<file path="config.mk">
export PLATFORM = sky130hd
export DESIGN_NAME = imm_encoder
export DESIGN_NICKNAME = d
export VERILOG_FILES = /design/src/rtl/imm_encoder.sv
export SDC_FILE = /design/constraint.sdc
export NUM_CORES = 1
export LEC_CHECK = 0
export ABC_AREA = 0
export CAP_MARGIN = 5
export CORE_UTILIZATION = 45
export CTS_BUF_LIST = sky130_fd_sc_hd__clkbuf_16
export DETAILED_ROUTE_END_ITERATION = 8
export PLACE_DENSITY_LB_ADDON = 0.1
export SYNTH_ARGS = -nofsm -noshare
export SYNTH_HDL_FRONTEND = slang
export SYNTH_SLANG_ARGS = --single-unit
</file>
<file path="constraint.sdc">
create_clock -name clk -period 9.6 [get_ports clk]
set_clock_uncertainty 0.2 [all_clocks]
set_input_delay 1.92 -clock clk [delete_from_list [all_inputs] [get_ports clk]]
set_output_delay 1.92 -clock clk [all_outputs]
set_load 0.1 [all_outputs]
</file>
<file path="src/rtl/imm_encoder.sv">
// imm_encoder: packs a 32-bit immediate into RISC-V instruction bit positions.
// It also expands a load-immediate request into a LUI/ADDI pair.
// Encoded words leave through a registered valid/ready stream, one request at a time.
module imm_encoder #(
    parameter logic [6:0] LUI_OP  = 7'b0110111,
    parameter logic [6:0] ADDI_OP = 7'b0010011
) (
    input  logic        clk,
    input  logic        reset,
    input  logic        in_valid,
    output logic        in_ready,
    input  logic        in_li,
    input  logic [2:0]  in_immsrc,
    input  logic [31:0] in_imm,
    input  logic [31:0] in_base,
    output logic        out_valid,
    input  logic        out_ready,
    output logic [31:0] out_instr,
    output logic        out_last,
    output logic        out_err
);

    localparam int unsigned XLEN   = 32;
    localparam int unsigned HI_W   = 20;
    localparam int unsigned LO_W   = 12;
    localparam int unsigned REG_W  = 5;

    localparam logic [2:0] SRC_I = 3'b000;
    localparam logic [2:0] SRC_B = 3'b001;
    localparam logic [2:0] SRC_S = 3'b010;
    localparam logic [2:0] SRC_J = 3'b011;
    localparam logic [2:0] SRC_U = 3'b100;

    localparam logic [2:0] ADDI_F3 = 3'b000;

    typedef enum logic [1:0] {
        IDLE  = 2'b00,
        EMIT1 = 2'b01,
        EMIT2 = 2'b10
    } state_t;

    state_t            state_q, state_d;
    logic              in_ready_q, in_ready_d;
    logic              out_valid_q, out_valid_d;
    logic [XLEN-1:0]   out_instr_q, out_instr_d;
    logic              out_last_q, out_last_d;
    logic              out_err_q, out_err_d;
    logic [XLEN-1:0]   second_q, second_d;

    logic [XLEN-1:0]   enc_word;
    logic              enc_err;
    logic [HI_W-1:0]   li_hi;
    logic [LO_W-1:0]   li_lo;
    logic [REG_W-1:0]  li_rd;
    logic [XLEN-1:0]   lui_word;
    logic [XLEN-1:0]   addi_x0_word;
    logic [XLEN-1:0]   addi_rd_word;

    // Single-format packing: immediate fields overwrite the template, plus representability check
    always_comb begin
        enc_word = in_base;
        enc_err  = 1'b0;
        case (in_immsrc)
            SRC_I: begin
                enc_word[31:20] = in_imm[11:0];
                enc_err         = (in_imm != {{20{in_imm[11]}}, in_imm[11:0]});
            end
            SRC_B: begin
                enc_word[31]    = in_imm[12];
                enc_word[30:25] = in_imm[10:5];
                enc_word[11:8]  = in_imm[4:1];
                enc_word[7]     = in_imm[11];
                enc_err         = (in_imm != {{19{in_imm[12]}}, in_imm[12:0]}) | in_imm[0];
            end
            SRC_S: begin
                enc_word[31:25] = in_imm[11:5];
                enc_word[11:7]  = in_imm[4:0];
                enc_err         = (in_imm != {{20{in_imm[11]}}, in_imm[11:0]});
            end
            SRC_J: begin
                enc_word[31]    = in_imm[20];
                enc_word[30:21] = in_imm[10:1];
                enc_word[20]    = in_imm[11];
                enc_word[19:12] = in_imm[19:12];
                enc_err         = (in_imm != {{11{in_imm[20]}}, in_imm[20:0]}) | in_imm[0];
            end
            SRC_U: begin
                enc_word[31:12] = in_imm[31:12];
                enc_err         = |in_imm[11:0];
            end
            default: begin
                enc_word = in_base;
                enc_err  = 1'b1;
            end
        endcase
    end

    // Load-immediate split: rounding hi up when lo is negative, so ADDI's sign extension cancels out
    always_comb begin
        li_hi        = in_imm[31:12] + HI_W'(in_imm[11]);
        li_lo        = in_imm[11:0];
        li_rd        = in_base[11:7];
        lui_word     = {li_hi, li_rd, LUI_OP};
        addi_x0_word = {li_lo, 5'd0, ADDI_F3, li_rd, ADDI_OP};
        addi_rd_word = {li_lo, li_rd, ADDI_F3, li_rd, ADDI_OP};
    end

    // Next-state and output-register logic for the accept / emit / second-word sequence
    always_comb begin
        state_d     = state_q;
        in_ready_d  = in_ready_q;
        out_valid_d = out_valid_q;
        out_instr_d = out_instr_q;
        out_last_d  = out_last_q;
        out_err_d   = out_err_q;
        second_d    = second_q;
        case (state_q)
            IDLE: begin
                if (in_valid && in_ready_q) begin
                    state_d     = EMIT1;
                    in_ready_d  = 1'b0;
                    out_valid_d = 1'b1;
                    if (in_li) begin
                        out_err_d = 1'b0;
                        if (li_hi == '0) begin
                            out_instr_d = addi_x0_word;
                            out_last_d  = 1'b1;
                        end else if (li_lo == '0) begin
                            out_instr_d = lui_word;
                            out_last_d  = 1'b1;
                        end else begin
                            out_instr_d = lui_word;
                            out_last_d  = 1'b0;
                            second_d    = addi_rd_word;
                        end
                    end else begin
                        out_instr_d = enc_word;
                        out_last_d  = 1'b1;
                        out_err_d   = enc_err;
                    end
                end
            end
            EMIT1: begin
                if (out_valid_q && out_ready) begin
                    if (!out_last_q) begin
                        state_d     = EMIT2;
                        out_instr_d = second_q;
                        out_last_d  = 1'b1;
                        out_err_d   = 1'b0;
                    end else begin
                        state_d     = IDLE;
                        out_valid_d = 1'b0;
                        in_ready_d  = 1'b1;
                    end
                end
            end
            EMIT2: begin
                if (out_valid_q && out_ready) begin
                    state_d     = IDLE;
                    out_valid_d = 1'b0;
                    in_ready_d  = 1'b1;
                end
            end
            default: begin
                state_d     = IDLE;
                out_valid_d = 1'b0;
                in_ready_d  = 1'b1;
            end
        endcase
    end

    // State and output registers; reset drops any pending second word
    always_ff @(posedge clk) begin
        if (reset) begin
            state_q     <= IDLE;
            in_ready_q  <= 1'b1;
            out_valid_q <= 1'b0;
            out_instr_q <= '0;
            out_last_q  <= 1'b0;
            out_err_q   <= 1'b0;
            second_q    <= '0;
        end else begin
            state_q     <= state_d;
            in_ready_q  <= in_ready_d;
            out_valid_q <= out_valid_d;
            out_instr_q <= out_instr_d;
            out_last_q  <= out_last_d;
            out_err_q   <= out_err_d;
            second_q    <= second_d;
        end
    end

    assign in_ready  = in_ready_q;
    assign out_valid = out_valid_q;
    assign out_instr = out_instr_q;
    assign out_last  = out_last_q;
    assign out_err   = out_err_q;

endmodule
</file>
### Word level (Yosys, flattened, before mapping)

Index checks and enable logic that the tools add are counted.

* bitwise logic cells: 4
* eq/ne operators: 14
* mux-type cells: 36
* reductions and logical operators: 15
* add/subtract/negate cells: 1

Operator list (number)
* $mux W32: 5
* $pmux W32 S2: 1
* $pmux W7 S4: 1
* $add A20 B1 Y20: 1
* $logic_not A20 Y1: 1
* $ne A20 B20 Y1: 1
* $ne A19 B19 Y1: 1
* $mux W1: 16
* $pmux W5 S3: 1
* $logic_not A12 Y1: 1
* $reduce_or A12 Y1: 1
* $ne A11 B11 Y1: 1
* $ne A2 B2 Y1 const B: 5
* $pmux W5 S2: 1
* $mux W2: 4
* $mux W8: 1
* $reduce_and A4 Y1: 2
* $eq A3 B2 Y1 const B: 2
* $pmux W1 S3: 2
* $pmux W2 S3: 1
* $reduce_and A3 Y1: 2
* $reduce_and A5 Y1: 1
* $pmux W1 S2: 2
* $pmux W1 S4: 1
* other kinds (11): 15

* register bits: 63
* output and inout port bits: 36
* input port bits: 72
* logic and storage cells: 77

### Longest topological paths before layout

* depth in word-level cells: 6
* gate-level depth with buffers: 10

### Least setup slack after synthesis

OpenSTA, ideal clock, no wires.

* path kind: in2reg
* start point: in in_imm[11]
* end point: reg out_instr_q[2] (netlist: out_instr[2])
* setup time: 119 ps
* arrival time: 4224 ps
* setup slack: 5057 ps
* cell stages on the path: 10
* required time: 9281 ps
* cell sequence: ha_1 > ha_1 > nand3_1 > nor4_1 > a2bb2oi_1 > or4_4 > nor3_4 > buf_6 > nand2_1 > a32o_1

* cells in the longest elaborated chain, start to end: 6

RTL lines
* start, declared: line 14 `input logic [31:0] in_imm,`
* $add A20 B1 Y20: line 100 `li_hi = in_imm[31:12] + HI_W'(in_imm[11]);`
* $logic_not A20 Y1: line 125 `if (li_hi == '0) begin`
* $mux W32: line 125
* $mux W32: line 123 `if (in_li) begin`
* $mux W32: line 119 `if (in_valid && in_ready_q) begin`
* $pmux W32 S2: line 117 `case (state_q)`
* end signal, assigned: line 186 `out_instr_q <= out_instr_d;`
* end, declared: line 45 `logic [XLEN-1:0] out_instr_q, out_instr_d;`

Every way passes these cells. The select of a mux whose other input is x is not followed.
A chain may end at the register's enable or synchronous reset.

### Worst setup path after layout

* start point: in in_imm[11]
* end point: reg second_q[21]

* cells in the longest elaborated chain, start to end: 4
* elaborated cells on any way between the ends: 6
* those cells by class: add/sub (1); bitwise (2); reduce/logical (3)

RTL lines
* $add A20 B1 Y20: line 100
* $logic_not A20 Y1: line 125
* $not A1 Y1 (no line)
* $reduce_and A5 Y1 (no line) (*)
* end signal, assigned: line 189 `second_q <= second_d;`
* end, declared: line 48 `logic [XLEN-1:0] second_q, second_d;`

Every way passes the cells marked *; elsewhere a longest branch is shown, timed or not.

==> metrics.cfg <==
[run_status]
outcome=completed

[logic_synthesis]
ys_ff_latch=56
async_flop_share_pct=0
syn_area_um2=3860
synth-seq-area-share_pct=29.1
synth_edf_count=0
synth_cells=522
yosys_warnings=0
synthDistinctLibCells=58
synthFlopType=dfxtp_1
synth_nets=597
post_synth.cell_area_avg_um2=7.39

[clock_tree]
cts_tree=built
clock_path_buffers=2
cts_resized=0
ctsHtreeMaxLevel=2
cts-buffers-inserted=5
cts_hold_buf=0
cts_setup_buffers=0
cts.reportedPaths.clkPinSlew_ps=80
clock_latency_ps=300
root_buffer=clkbuf_16
clock-sinks=56

[job]
drv_cap=0

[global_routing]
grt_pass1_vias=3962
overflow=0
grt.total_usage_pct=29.3
grt_start_max_net_pins=41
grt_pass1_wl_um=20400
antenna_found_initial=0

[detailed_routing]
wl_um=13000
detailedRoute.firstPassIterationCount=6
wl_per_cell_um=18.6
drc=0
drt_iter0_drc=438
ant_nets=0
via_per_inst=6.22
vias=4374

[final_layout]
fillCellCount=771
layout.nets=672
insertedDiodeCount=0
regArea_um2=1120
layout.cells.non_filler=703
multi_input_area_um2=2510
drive_gt1_share_pct=5.52
syn_to_final_growth_pct=31.3

[timing]
finalSetupTns_ps=0
period_needed_ps=5600
worstMarginPinSlew_ps=1100
fmax_mhz=179
rsz0062_at_grt=false
setup_viol_count_final=0
max_slew_margin_pct=26.7
finalHoldViolCount=0
drv_slew=0
fin_crit_sh_pct=58.3

[floorplan]
coreArea_um2=8260
die_area_um2=8950
io_pins=108
die_y_um=94.6
start_util_pct=46.7
die_w_um=94.6
rows=33

[place]
dpl.hpwl_um=9650
io_buffers=107
gp_congestion=0.906
post-place-cells=695

[critical_path]
crit_path_end_kind=flip-flop
crit_type=in -> reg
crit_required_ps=9620
cp.arrival_ps=5620
cp-start-kind=input port
cp_max_fo=15

[power_and_ir_drop]
ir_drop_mv=0.0802
power_density_nw_per_um2=152
leakagePower_nw=1.78

[hold_path]
min_path_type=reg -> reg

==> report_power, final <==
| part | total, mW | internal, mW | switching [mW] |
|---|---|---|---|
| Clock | 0.189 | 0.0976 | 0.0919 |
| Sequential | 0.266 | 0.253 | 0.0128 |
| Combinational | 0.315 | 0.0964 | 0.219 |
| Total | 0.771 | 0.447 | 0.324 |
==> metal layers <==
layer | up-vias | track usage, % | share of wire [%]
li1 | 2079 | - | -
met1 | 2045 | 40.8 | 45
met2 | 215 | 47.7 | 45
met3 | 35 | 2.98 | 7.6
met4 | 0 | 8.46 | 2.6
met5 | - | 0 | 0
==> critical path, stage by stage <==
cell and delay (ps):
clkdlybuf4s50_1 630, ha_1 300, ha_1 300, nand3_1 240, nor4_1 380, a2bb2oi_1 130
or4_4 600, nor3_4 490, or3_1 380, mux2i_1 250
==> placed cells by master (no fill, tap or decap), drive strengths merged, types with 14 or more instances in the layout <==
master         synthesis  routed
clkdlybuf4s50          0     107
mux2i                 23      23
dfxtp                 56      56
a21oi                 43      43
nand2                 82      82
o21ai                 32      32
nand4                 14      14
nand3                 17      17
nor2                  39      39
==> cell type report <==
type | instances | share of cell area [%]
clock buffer | 5 | 2.47
clock inverter | 3 | 0.420
inverter | 10 | 0.741
multi-input combinational | 411 | 49.6
sequential | 56 | 22.1
tap | 105 | 2.59
timing repair buffer | 113 | 22.0
==> sequential cells by signal, indices dropped and copies added (netlist names) <==
name,flops
out_last,1
out_valid,1
out_err,1
second_q,18
out_instr,32
in_ready,1
state_q,2
==> cell usage after synthesis (6+ instances only) <==
master	instances	area share [%]
mux2i_1	23	6.0
a21oi_1	43	5.6
nand3_1	16	2.1
nor2_1	39	3.8
xor2_1	11	2.5
nand4_1	13	2.1
dfxtp_1	56	29
buf_2	6	0.78
nor4_1	11	1.8
xnor2_1	10	2.3
nand2_1	82	8.0
o31ai_1	6	1.2
a211oi_1	8	1.6
clkbuf_1	34	3.3
o21ai_0	31	4.0
a311oi_1	6	1.4
nor3_1	8	1.0
a31oi_1	10	1.6
or3_1	6	0.97
o211ai_1	10	1.9
inv_1	10	0.97
==> worst paths after layout <==
kind                                   start            end  slack (ps)  cells past startpoint
worst max-delay path              in_imm[11]   second_q[21]        4000                     10
worst min-delay path            out_instr[4]   out_instr[4]         250                      2
worst max register to register    state_q[1]  out_instr[27]        7050                      7
worst min register to register  out_instr[4]   out_instr[4]         250                      2
==> cells by family (layout without fill, tap and decap cells) <==
logic type / count (synthesis) / in the layout / share of synthesized area, %
compound gates: 151 / 151 / 25.5
xor+xnor: 21 / 21 / 4.77
fa+ha+maj: 3 / 3 / 0.973
buf+inv: 55 / 131 / 5.97
flops: 56 / 56 / 29.1
mux: 27 / 27 / 7.13
simple gates: 209 / 209 / 26.6
==> metrics by stage <==
stage	instance area [um2]	hold WS [ps]	power [mW]	util, %	worst slack, ps
finish	5060	253	0.771	61.3	4000
global route	5060	270	0.803	61.3	3790
CTS	5060	255	0.770	61.3	4090
detailed placement	4920	244	0.584	59.6	3770
global placement	4920	238	0.582	59.6	3960
floorplan	3860	230	0.487	-	5060
(Power assumes the default switching activity.)
